$ cat src/rtl/rom_boot_loader.sv
// Copies NUM_WORDS words from a combinational instruction ROM into memory, then releases the CPU reset.
// Optional readback check of every written word is enabled with the BOOT_VERIFY_EN macro.
module rom_boot_loader #(
  parameter logic [22:0] BASE_ADDR = 23'h000000,
  parameter int unsigned NUM_WORDS = 64
) (
  input  logic        clk,
  input  logic        rst_n,
  input  logic        start,
  output logic [5:0]  rom_addr,
  input  logic [31:0] rom_instr,
  output logic        mem_req,
  output logic        mem_we,
  output logic [22:0] mem_addr,
  output logic [31:0] mem_wdata,
  input  logic        mem_ack,
  input  logic [31:0] mem_rdata,
  output logic        done,
  output logic        err,
  output logic        cpu_rst_n
);

  typedef enum logic [2:0] {
    IDLE,
    FETCH,
    WRITE,
`ifdef BOOT_VERIFY_EN
    VERIFY,
`endif
    DONE,
    ERROR
  } state_e;

  localparam logic [6:0] LAST = 7'(NUM_WORDS - 1);

  state_e      state_q;
  logic [6:0]  cnt_q;
  logic [6:0]  cnt_d;
  logic [31:0] wdata_q;
  logic        req_q;
  logic        we_q;
  logic        done_q;
  logic        err_q;
  logic        cpu_rst_n_q;

  assign cnt_d     = cnt_q + 7'd1;
  assign rom_addr  = cnt_q[5:0];
  assign mem_addr  = BASE_ADDR + {16'd0, cnt_q};
  assign mem_wdata = wdata_q;
  assign mem_req   = req_q;
  assign mem_we    = we_q;
  assign done      = done_q;
  assign err       = err_q;
  assign cpu_rst_n = cpu_rst_n_q;

`ifndef BOOT_VERIFY_EN
  logic unused_rdata;
  assign unused_rdata = ^mem_rdata;
`endif

  always_ff @(posedge clk) begin
    if (!rst_n) begin
      state_q     <= IDLE;
      cnt_q       <= '0;
      wdata_q     <= '0;
      req_q       <= 1'b0;
      we_q        <= 1'b0;
      done_q      <= 1'b0;
      err_q       <= 1'b0;
      cpu_rst_n_q <= 1'b0;
    end else begin
      case (state_q)
        IDLE: begin
          if (start) begin
            state_q <= FETCH;
            cnt_q   <= '0;
          end
        end
        FETCH: begin
          wdata_q <= rom_instr;
          req_q   <= 1'b1;
          we_q    <= 1'b1;
          state_q <= WRITE;
        end
        WRITE: begin
          if (mem_ack) begin
`ifdef BOOT_VERIFY_EN
            // Readback reuses the held address; only the direction flips.
            we_q    <= 1'b0;
            state_q <= VERIFY;
`else
            req_q <= 1'b0;
            if (cnt_q == LAST) begin
              state_q <= DONE;
            end else begin
              cnt_q   <= cnt_d;
              state_q <= FETCH;
            end
`endif
          end
        end
`ifdef BOOT_VERIFY_EN
        VERIFY: begin
          if (mem_ack) begin
            req_q <= 1'b0;
            if (mem_rdata != wdata_q) begin
              state_q <= ERROR;
            end else if (cnt_q == LAST) begin
              state_q <= DONE;
            end else begin
              cnt_q   <= cnt_d;
              state_q <= FETCH;
            end
          end
        end
`endif
        DONE: begin
          // done/cpu_rst_n follow one edge after entry into DONE.
          if (start) begin
            done_q      <= 1'b0;
            err_q       <= 1'b0;
            cpu_rst_n_q <= 1'b0;
            cnt_q       <= '0;
            state_q     <= FETCH;
          end else begin
            done_q      <= 1'b1;
            cpu_rst_n_q <= 1'b1;
          end
        end
        ERROR: begin
          if (start) begin
            done_q      <= 1'b0;
            err_q       <= 1'b0;
            cpu_rst_n_q <= 1'b0;
            cnt_q       <= '0;
            state_q     <= FETCH;
          end else begin
            err_q       <= 1'b1;
            cpu_rst_n_q <= 1'b0;
          end
        end
        default: state_q <= IDLE;
      endcase
    end
  end

endmodule

$ cat config.mk
export PLATFORM = sky130hd
export DESIGN_NAME = rom_boot_loader
export DESIGN_NICKNAME = d
export VERILOG_FILES = /design/src/rtl/rom_boot_loader.sv
export SDC_FILE = /design/constraint.sdc
export NUM_CORES = 1
export LEC_CHECK = 0
export CELL_PAD_IN_SITES_DETAIL_PLACEMENT = 1
export CELL_PAD_IN_SITES_GLOBAL_PLACEMENT = 1
export CORE_ASPECT_RATIO = 1.2
export CORE_MARGIN = 10
export CORE_UTILIZATION = 24
export CTS_CLUSTER_DIAMETER = 200
export DETAILED_ROUTE_END_ITERATION = 8
export GPL_TIMING_DRIVEN = 0
export PLACE_DENSITY_LB_ADDON = 0.2
export SLEW_MARGIN = 15
export SYNTH_ARGS = -nofsm -noshare
export SYNTH_HDL_FRONTEND = slang
export SYNTH_SLANG_ARGS = --single-unit
export TNS_END_PERCENT = 100
$ cat constraint.sdc
create_clock -name clk -period 2 [get_ports clk]
set_clock_uncertainty 0.05 [all_clocks]
set_input_delay 0.2 -clock clk [delete_from_list [all_inputs] [get_ports clk]]
set_output_delay 0.2 -clock clk [all_outputs]
set_load 0.01 [all_outputs]
## Yosys cells after proc, flatten, opt, wreduce, memory -nomap -nowiden

Cells that the tools add are included.

- Equality and inequality tests: 10
- Muxes and demuxes: 15
- Reduce and logical (&&, ||, !) cells: 10
- Add/subtract/negate cells: 1

Operators by type and width:

| operator | number |
|---|---|
| $mux 7 | 3 |
| $pmux 7 s2 | 1 |
| $pmux 3 s3 | 1 |
| $ne 2x2->1 const B | 4 |
| $pmux 1 s2 | 4 |
| $reduce_and 2->1 | 4 |
| $add 7x1->7 const B | 1 |
| $eq 7x6->1 const B | 1 |
| $eq 3x2->1 const B | 2 |
| $mux 3 | 2 |
| $reduce_bool 2->1 | 3 |
| $reduce_and 4->1 | 1 |
| $eq 3x1->1 const B | 1 |
| $eq 3x3->1 const B | 1 |
| $logic_not 3->1 | 1 |
| $mux 1 | 3 |
| $reduce_or 3->1 | 1 |
| $mux 2 | 1 |
| $ne 2x1->1 const B | 1 |

- Flip-flop bits (word level): 47
- Word-level logic and storage cells: 44

## Depth between registers and ports, before layout

Gate-level depths: netlist of the first run.

- Depth after elaboration: 4
- Depth in mapped cells: 7
- Depth with buffers taken out: 6

## Least setup slack after synthesis of the first run

No wires, ideal clock.

- Kind: flip-flop to flip-flop
- Start point: register state_q[0]
- End point: register cnt_q[1]
- Setup time: 0.071 ns
- Clock period less this slack: 1.791 ns
- Stages on the path, launching flop included: 8
- Path slack: 0.209 ns
- Data arrival time: 1.671 ns
- Required time: 1.879 ns
- Cell sequence: dfxtp_1 inv_1 ha_1 buf_2 nand2b_1 nand2_2 or4_1 a21oi_1

- Cells in the longest elaborated chain, start to end: 4

Ends and longest elaborated chain:

| item | line | text |
|---|---|---|
| start: declaration | 36 | `state_e state_q;` |
| start signal: assignment | 63 | `state_q <= IDLE;` |
| start signal: assignment | 75 | `state_q <= FETCH;` |
| start signal: assignment | 83 | `state_q <= WRITE;` |
| $eq 3x3->1 (tied with other cells) | 72 | `case (state_q)` |
| $reduce_or 3->1 (no source line) | n/a |  |
| $ne 2x1->1 (no source line) / $reduce_bool 2->1 (equally long branches) | n/a |  |
| $reduce_and 4->1 (no source line) | n/a |  |
| end signal: assignment | 96 | `cnt_q <= cnt_d;` |
| end: declaration | 37 | `logic [6:0] cnt_q;` |

Parallel ways exist; a longest one is shown, timed or not.
A chain may end at the register's enable or synchronous reset.

## Worst setup path after layout of the first run

Ends and elaborated chain as after synthesis.

==> results of run 1 <==
[cell families (layout without fill, tap and decap cells)]
kind of cell | Yosys count | in the layout | synth area share
and+or+nand+nor | 60 | 60 | 0.143
other | 1 | 17 | 0.00196
adders and majority gates | 5 | 5 | 0.0326
DFF | 44 | 44 | 0.460
AOI/OAI and AO/OA | 22 | 22 | 0.0738
buffers and inverters | 37 | 129 | 0.122
muxes | 32 | 32 | 0.167
[per-layer routing]
metal | GRT usage | wire length, um
met3 | 0.0575 | 695
met5 | 0 | 0
met4 | 0.0269 | 50
met2 | 0.161 | 2800
met1 | 0.102 | 2340
[power by group through the flow]
stage               logic (mW)  registers (mW)  clock network [mW]
finish                    1.54            1.18               0.578
global placement          1.52            1.19                   0
detailed placement        1.53            1.20                   0
floorplan                0.803            1.27                   0
global route              1.71            1.22               0.647
CTS                       1.54            1.19               0.614
[worst min-delay path by stage]
stage	to	slack (ps)
after CTS	cnt_q[6]$_SDFFE_PN0P_	430
final	cnt_q[6]$_SDFFE_PN0P_	430
after floorplan	cpu_rst_n$_SDFFE_PN0N_	250
after detailed placement	cnt_q[6]$_SDFFE_PN0P_	420
after global placement	mem_we$_SDFFE_PN0P_	400
after global routing	mem_wdata[24]$_SDFFE_PN0P_	470
[worst max-delay path, stage by stage (launching register included)]
cell	delay [ps]
dfxtp_2	370
inv_1	50
ha_1	280
buf_2	200
nand2b_4	110
nand2_4	100
or4_1	480
a21oi_1	160
[flip-flops by register name, indices dropped and copies added (netlist names)]
signal,flops
cpu_rst_n,1
mem_wdata,32
mem_req,1
cnt_q,7
state_q,2
mem_we,1
[cell usage in the layout (no fill, tap or decap), drive strengths merged, types with 4 or more instances in the layout]
cell,count
inv,4
mux2i,32
buf,28
clkdlybuf4s50,84
conb,17
dfxtp,44
ha,5
nor2,41
clkbuf,13
a21oi,7
[area by class of cell]
class / count / area share
Inverter: 4 / 0.00493
Multi-Input combinational cell: 136 / 0.289
Buffer: 33 / 0.0720
Sequential cell: 44 / 0.290
Clock buffer: 8 / 0.0296
Tap cell: 92 / 0.0378
Timing Repair Buffer: 84 / 0.276
[stage by stage]
step           setup TNS [ps]   util  hold slack (ps)
2_1_floorplan               0      -              249
3_3_place_gp                0  0.378              404
3_5_place_dp            -40.9  0.378              416
4_1_cts                     0  0.390              434
5_1_grt                     0  0.393              470
6_report                    0  0.393              431
==> flow_metrics.env, run 1 <==
export IMPL_slew_headroom=0.657
export IMPL_reg2reg_to="cnt_q[1]$_SDFFE_PN0P_"
export IMPL_power_total_mw=3.30
export IMPL_ys_types=31
export IMPL_fin_nets=381
export IMPL_layout_cells_non_filler=401
export IMPL_grt_ovfl_total=0
export IMPL_dp_cells=393
export IMPL_clock_sinks=44
export IMPL_num_antenna_cells=0
export IMPL_ios=134
export IMPL_worst_pin_slew_ps=514
export IMPL_seq_power_share=0.358
export IMPL_critPathArrivalTime_ps=2050
export IMPL_p_int_mw=2.13
export IMPL_numCtsBuffers=5
export IMPL_timing_final_ws_setup_ps=123
export IMPL_grt_max_degree=13
export IMPL_fmax_mhz=533
export IMPL_drt_wirelength_per_cell_um=14.7
export IMPL_dr_pass1_iters=4
export IMPL_ctsLongestPathBuffers=2
export IMPL_drc=0
export IMPL_cp_end_kind="flop"
export IMPL_swShare=0.354
export IMPL_ir_drop_mv=0.379
export IMPL_pre_cts_slack_ps=-40.9
export IMPL_vias=1713
export IMPL_post_route_period_util=0.939
export IMPL_critPathMaxFanout=10
export IMPL_r2r_start="state_q[0]$_SDFFE_PN0P_"
export IMPL_post_cts_buffers=0
export IMPL_power_density_nw_per_um2=1090
export IMPL_p_leak_nw=1.24
export IMPL_post_dp_cell_area_um2=2930
export IMPL_clk_pin_slew_worst_paths_ps=80
export IMPL_reg2regPathDepth=7
export IMPL_synth_area_leader_cell="dfxtp_1"
export IMPL_path_class="reg -> reg"
export IMPL_ant_nets=0
export IMPL_synth_warnings=0
export IMPL_synth_area_um2=1920
export IMPL_p_sw_mw=1.17
export IMPL_coreArea_um2=7750
export IMPL_hold_viol=0
export IMPL_die_area_um2=12000
export IMPL_async_reset_ff_frac=0
export IMPL_share_comb_of_total_power=0.467
export IMPL_die_h_um=118
export IMPL_synth_cells=201
export IMPL_postCtsResizedCells=1
export IMPL_grt_pass1_vias=1814
export IMPL_design_area_um2=3040
export IMPL_drv_slew=0
export IMPL_cts_root_buf="clkbuf_8"
export IMPL_antenna_found_initial=0
export IMPL_h_tree_depth=2
export IMPL_multi_input_area_um2=881
export IMPL_yosysTopAreaCellShare=0.460
export IMPL_reg2reg_slack_ps=120
export IMPL_seq_area_um2=882
export IMPL_drt_iter0_markers=38
export IMPL_hold_class="reg -> reg"
export IMPL_worstHoldStart="cnt_q[6]$_SDFFE_PN0P_"
export IMPL_hold_buffers=0
export IMPL_fp_row_count=35
export IMPL_min_path_cells=1
export IMPL_outcome="finished, final reports clean"
export IMPL_track_usage=0.0975
export IMPL_p_clk_frac=0.175
export IMPL_crit_end="cnt_q[1]$_SDFFE_PN0P_"
export IMPL_clock_latency_ps=290
export IMPL_crit_path_start="state_q[0]$_SDFFE_PN0P_"
export IMPL_setup_viol=0
export IMPL_cts_tree="done"
export IMPL_post_route_cells_drive_above_1_share=0.129
export IMPL_synth_seq_cells=44
export IMPL_dp_hpwl_um=4610
export IMPL_grt_first_pass_wirelength_um=9550
export IMPL_drv_cap=0
export IMPL_synth_edf_count=0
export IMPL_synthTopCellsByArea="dfxtp_1 (46%), mux2i_1 (17%), buf_4 (9.4%), nor2_1 (8.0%), ha_1 (3.3%)"
export IMPL_seq_area_frac_synth=0.460
export IMPL_dieWidth_um=102
export IMPL_syn_to_final_growth_pct=58.7
export IMPL_cp_start_kind="flop"
export IMPL_num_fill_cells=919
export IMPL_cp_required_ps=2170
export IMPL_period_needed_ps=1880
export IMPL_avgSynthCellArea_um2=9.54
export IMPL_gp_congestion=0.702
export IMPL_netlist_top_cells_count="dfxtp_1 (44), nor2_1 (41), mux2i_1 (32)"
export IMPL_start_util=0.247
export IMPL_wl_um=5890
export IMPL_rsz0062_at_grt="false"
export IMPL_yosysMostFrequentCell="dfxtp_1"
export IMPL_vias_per_cell=4.27
export IMPL_synthFlopType="dfxtp_1"
export IMPL_numPortBuffers=84
Note: power is estimated with default switching activity, not from simulation.
==> run 2, diff against run 1 <==
Settings changed: PLACE_DENSITY_LB_ADDON 0.2 to 0.1.
==> flow_metrics.env, run 2 (same netlist as run 1, synthesis figures left out) <==
export IMPL_ctsLongestPathBuffers=2
export IMPL_die_area_um2=12000
export IMPL_drc=0
export IMPL_crit_end="cnt_q[1]$_SDFFE_PN0P_"
export IMPL_slew_headroom=0.566
export IMPL_dr_pass1_iters=4
export IMPL_hold_class="reg -> reg"
export IMPL_post_route_cells_drive_above_1_share=0.127
export IMPL_cts_tree="done"
export IMPL_pre_cts_slack_ps=-13.8
export IMPL_numPortBuffers=84
export IMPL_vias_per_cell=4.23
export IMPL_drv_slew=0
export IMPL_grt_first_pass_wirelength_um=9430
export IMPL_timing_final_ws_setup_ps=79.1
export IMPL_grt_pass1_vias=1803
export IMPL_reg2regPathDepth=7
export IMPL_post_dp_cell_area_um2=2930
export IMPL_cp_start_kind="flop"
export IMPL_rsz0062_at_grt="true"
export IMPL_path_class="reg -> reg"
export IMPL_final_cell_mix="clkdlybuf4s50_1 (84), dfxtp_1 (43), nor2_1 (41)"
export IMPL_start_util=0.247
export IMPL_grt_ovfl_total=0
export IMPL_cp_required_ps=2170
export IMPL_wl_um=5890
export IMPL_post_route_period_util=0.960
export IMPL_gp_congestion=0.726
export IMPL_coreArea_um2=7750
export IMPL_setup_viol=0
export IMPL_clk_pin_slew_worst_paths_ps=80
export IMPL_antenna_found_initial=0
export IMPL_critPathMaxFanout=10
export IMPL_cp_end_kind="flop"
export IMPL_layout_commonest_cell="clkdlybuf4s50_1"
export IMPL_largest_register_ffs=32
export IMPL_period_needed_ps=1920
export IMPL_ios=134
export IMPL_hold_viol=0
export IMPL_outcome="finished, final reports clean"
export IMPL_power_total_mw=3.36
export IMPL_final_setup_tns_ps=0
export IMPL_r2r_start="state_q[0]$_SDFFE_PN0P_"
export IMPL_fp_row_count=35
export IMPL_drt_wirelength_per_cell_um=14.7
export IMPL_syn_to_final_growth_pct=58.7
export IMPL_ant_nets=0
export IMPL_p_leak_nw=1.24
export IMPL_clock_sinks=44
export IMPL_hold_buffers=0
export IMPL_fin_nets=380
export IMPL_dp_hpwl_um=4680
export IMPL_drt_iter0_markers=38
export IMPL_ir_drop_mv=0.383
export IMPL_critPathArrivalTime_ps=2100
export IMPL_grt_max_degree=14
export IMPL_vias=1691
export IMPL_post_cts_buffers=0
export IMPL_design_area_um2=3040
export IMPL_track_usage=0.0991
export IMPL_clock_latency_ps=290
export IMPL_num_antenna_cells=0
export IMPL_drv_cap=0
export IMPL_dp_cells=393
export IMPL_fmax_mhz=521
export IMPL_die_h_um=118
export IMPL_cts_root_buf="clkbuf_8"
export IMPL_reg2reg_to="cnt_q[1]$_SDFFE_PN0P_"
export IMPL_reg2reg_slack_ps=80
export IMPL_numCtsBuffers=5
export IMPL_layout_cells_non_filler=400
export IMPL_dieWidth_um=102
export IMPL_power_density_nw_per_um2=1110
export IMPL_h_tree_depth=2
export IMPL_crit_path_start="state_q[0]$_SDFFE_PN0P_"
export IMPL_worst_pin_slew_ps=651
==> run 2: cell type report <==
class	count	area, um^2
Buffer	32	215
Clock buffer	6	72.6
Clock inverter	2	35.0
Fill cell	920	4710
Inverter	4	15.0
Multi-Input combinational cell	136	867
Sequential cell	44	882
Tap cell	92	115
Timing Repair Buffer	84	841
==> run 2: worst min-delay path by stage <==
stage | startpoint | cells past startpoint | endpoint
after global placement | mem_we$_SDFFE_PN0P_ | 2 | mem_we$_SDFFE_PN0P_
final | mem_we$_SDFFE_PN0P_ | 2 | mem_we$_SDFFE_PN0P_
after global routing | rom_instr[30] | 3 | mem_wdata[30]$_SDFFE_PN0P_
after detailed placement | mem_we$_SDFFE_PN0P_ | 2 | mem_we$_SDFFE_PN0P_
after floorplan | start | 1 | cpu_rst_n$_SDFFE_PN0N_
after CTS | mem_we$_SDFFE_PN0P_ | 2 | mem_we$_SDFFE_PN0P_
==> run 2: routing by layer <==
layer	up-vias	global-route usage	part of all wire
met5	-	0	0
met3	2	0.0622	0.12
li1	848	-	-
met1	784	0.0987	0.38
met4	0	0.0296	0.0064
met2	57	0.165	0.49
==> run 2: where the power goes <==
| part | internal [mW] | switching [mW] |
|---|---|---|
| Combinational | 0.762 | 0.738 |
| Sequential | 1.07 | 0.113 |
| Clock | 0.371 | 0.307 |
==> run 2: what timing repair did <==
item / CTS / global route
gates resized for setup: 1 / 1
setup endpoints to repair: 1 / 19
endpoints found under the hold margin: 0 / 0
==> run 2: worst max-delay path: stages, from the launching register on <==
cell and delay, ps:
dfxtp_2 390, inv_1 50, ha_1 270, buf_2 180, nand2b_1 180, nand2_4 120
or4_1 480, a21oi_1 140
==> run 2: stage by stage <==
stage | util | hold slack, ps
finish | 0.393 | 442
global placement | 0.378 | 404
global route | 0.393 | 459
CTS | 0.392 | 447
floorplan | - | 249
detailed placement | 0.378 | 422
==> run 3, diff against run 2 <==
Settings changed: CORE_UTILIZATION 24 to 35, DONT_BUFFER_PORTS from default to 1.
==> flow_metrics.env, run 3 (same netlist as run 1, synthesis figures left out) <==
export IMPL_final_setup_tns_ps=0
export IMPL_clk_pin_slew_worst_paths_ps=90
export IMPL_hold_class="in -> reg"
export IMPL_antenna_found_initial=0
export IMPL_numCtsBuffers=5
export IMPL_critPathArrivalTime_ps=2060
export IMPL_worst_pin_slew_ps=538
export IMPL_fmax_mhz=533
export IMPL_dr_pass1_iters=4
export IMPL_track_usage=0.119
export IMPL_ios=134
export IMPL_dp_cells=279
export IMPL_post_cts_buffers=0
export IMPL_ir_drop_mv=0.546
export IMPL_slew_headroom=0.642
export IMPL_ctsLongestPathBuffers=2
export IMPL_fin_hold_ws_ps=2.57
export IMPL_largest_register_ffs=32
export IMPL_period_needed_ps=1880
export IMPL_grt_pass1_vias=1585
export IMPL_grt_first_pass_wirelength_um=8390
export IMPL_cp_required_ps=2180
export IMPL_drt_iter0_markers=29
export IMPL_clock_latency_ps=290
export IMPL_post_route_period_util=0.938
export IMPL_cp_end_kind="flop"
export IMPL_die_area_um2=8850
export IMPL_p_leak_nw=0.962
export IMPL_outcome="finished, final reports clean"
export IMPL_drc=0
export IMPL_coreArea_um2=5300
export IMPL_ant_nets=0
export IMPL_drt_wirelength_per_cell_um=18.0
export IMPL_gp_congestion=0.714
export IMPL_fp_row_count=29
export IMPL_vias=1467
export IMPL_grt_ovfl_total=0
export IMPL_cts_tree="done"
export IMPL_dp_hpwl_um=4180
export IMPL_path_class="reg -> reg"
export IMPL_fin_nets=305
export IMPL_cts_root_buf="clkbuf_8"
export IMPL_hold_viol=0
export IMPL_num_antenna_cells=0
export IMPL_drv_cap=0
export IMPL_dieWidth_um=87.6
export IMPL_post_route_cells_drive_above_1_share=0.185
export IMPL_vias_per_cell=4.97
export IMPL_numPortBuffers=0
export IMPL_die_h_um=101
export IMPL_rsz0062_at_grt="false"
export IMPL_layout_cells_non_filler=295
export IMPL_syn_to_final_growth_pct=18.0
export IMPL_wl_um=5300
export IMPL_layout_commonest_cell="dfxtp_1"
export IMPL_h_tree_depth=2
export IMPL_cp_start_kind="flop"
export IMPL_start_util=0.362
export IMPL_drv_slew=0
export IMPL_final_cell_mix="dfxtp_1 (43), nor2_1 (41), mux2i_1 (32)"
export IMPL_critPathMaxFanout=10
export IMPL_power_density_nw_per_um2=1300
export IMPL_clock_sinks=44
export IMPL_setup_viol=0
export IMPL_finish_utilization=0.427
export IMPL_grt_max_degree=15
[run 3: path summary, 6_finish.rpt]
kind                                         startpoint                         to  slack, ps  cells after the start
worst max-delay path            state_q[0]$_SDFFE_PN0P_      cnt_q[1]$_SDFFE_PN0P_        120                      7
worst min-delay path                       rom_instr[2]  mem_wdata[2]$_SDFFE_PN0P_          3                      2
worst max register to register  state_q[0]$_SDFFE_PN0P_      cnt_q[1]$_SDFFE_PN0P_        120                      7
worst min register to register    cnt_q[6]$_SDFFE_PN0P_      cnt_q[6]$_SDFFE_PN0P_        490                      1
[run 3: through the flow]
step	cell area, um^2	power (mW)	worst slack, ps
after floorplan	1980	2.08	209
after global placement	2050	2.26	50.1
after detailed placement	2050	2.32	-10.6
after CTS	2230	2.93	2.94
after global routing	2260	3.17	17.7
final	2260	2.94	123
[run 3: routing by layer]
layer	track usage	part of all wire	up-vias
met5	0	0	-
met1	0.109	0.33	702
li1	-	-	696
met4	0.0430	0.011	0
met3	0.0720	0.12	6
met2	0.207	0.54	63
[run 3: cell type report]
cell class | instances | area, um^2
multi-input cells | 136 | 885
fillers | 617 | 3040
plain buffers | 33 | 221
clock buffers | 6 | 82.6
well taps | 62 | 77.6
clock inverters | 2 | 15.0
repair buffers | 8 | 80.1
inverters | 4 | 15.0
flip-flops and latches | 44 | 885
[run 3: repair_timing]
action,4_1_cts,5_1_grt
endpoints found under the setup margin,1,3
hold buffers,8,0
resized for setup,1,6
pin swaps,0,0
endpoints found under the hold margin,10,0
[run 3: worst max-delay path, stage by stage (launching register included)]
cell      delay (ps)
dfxtp_4          380
inv_1             40
ha_1             270
clkbuf_4         190
nand2b_4         110
nand2_4           90
or4_1            520
a21oi_2          160
[run 3: report_power, final]
group | leakage (nW) | internal [mW] | switching [mW] | total [mW]
registers | 0.360 | 1.08 | 0.242 | 1.32
clock network | 0.0434 | 0.280 | 0.311 | 0.591
logic | 0.558 | 0.451 | 0.577 | 1.03
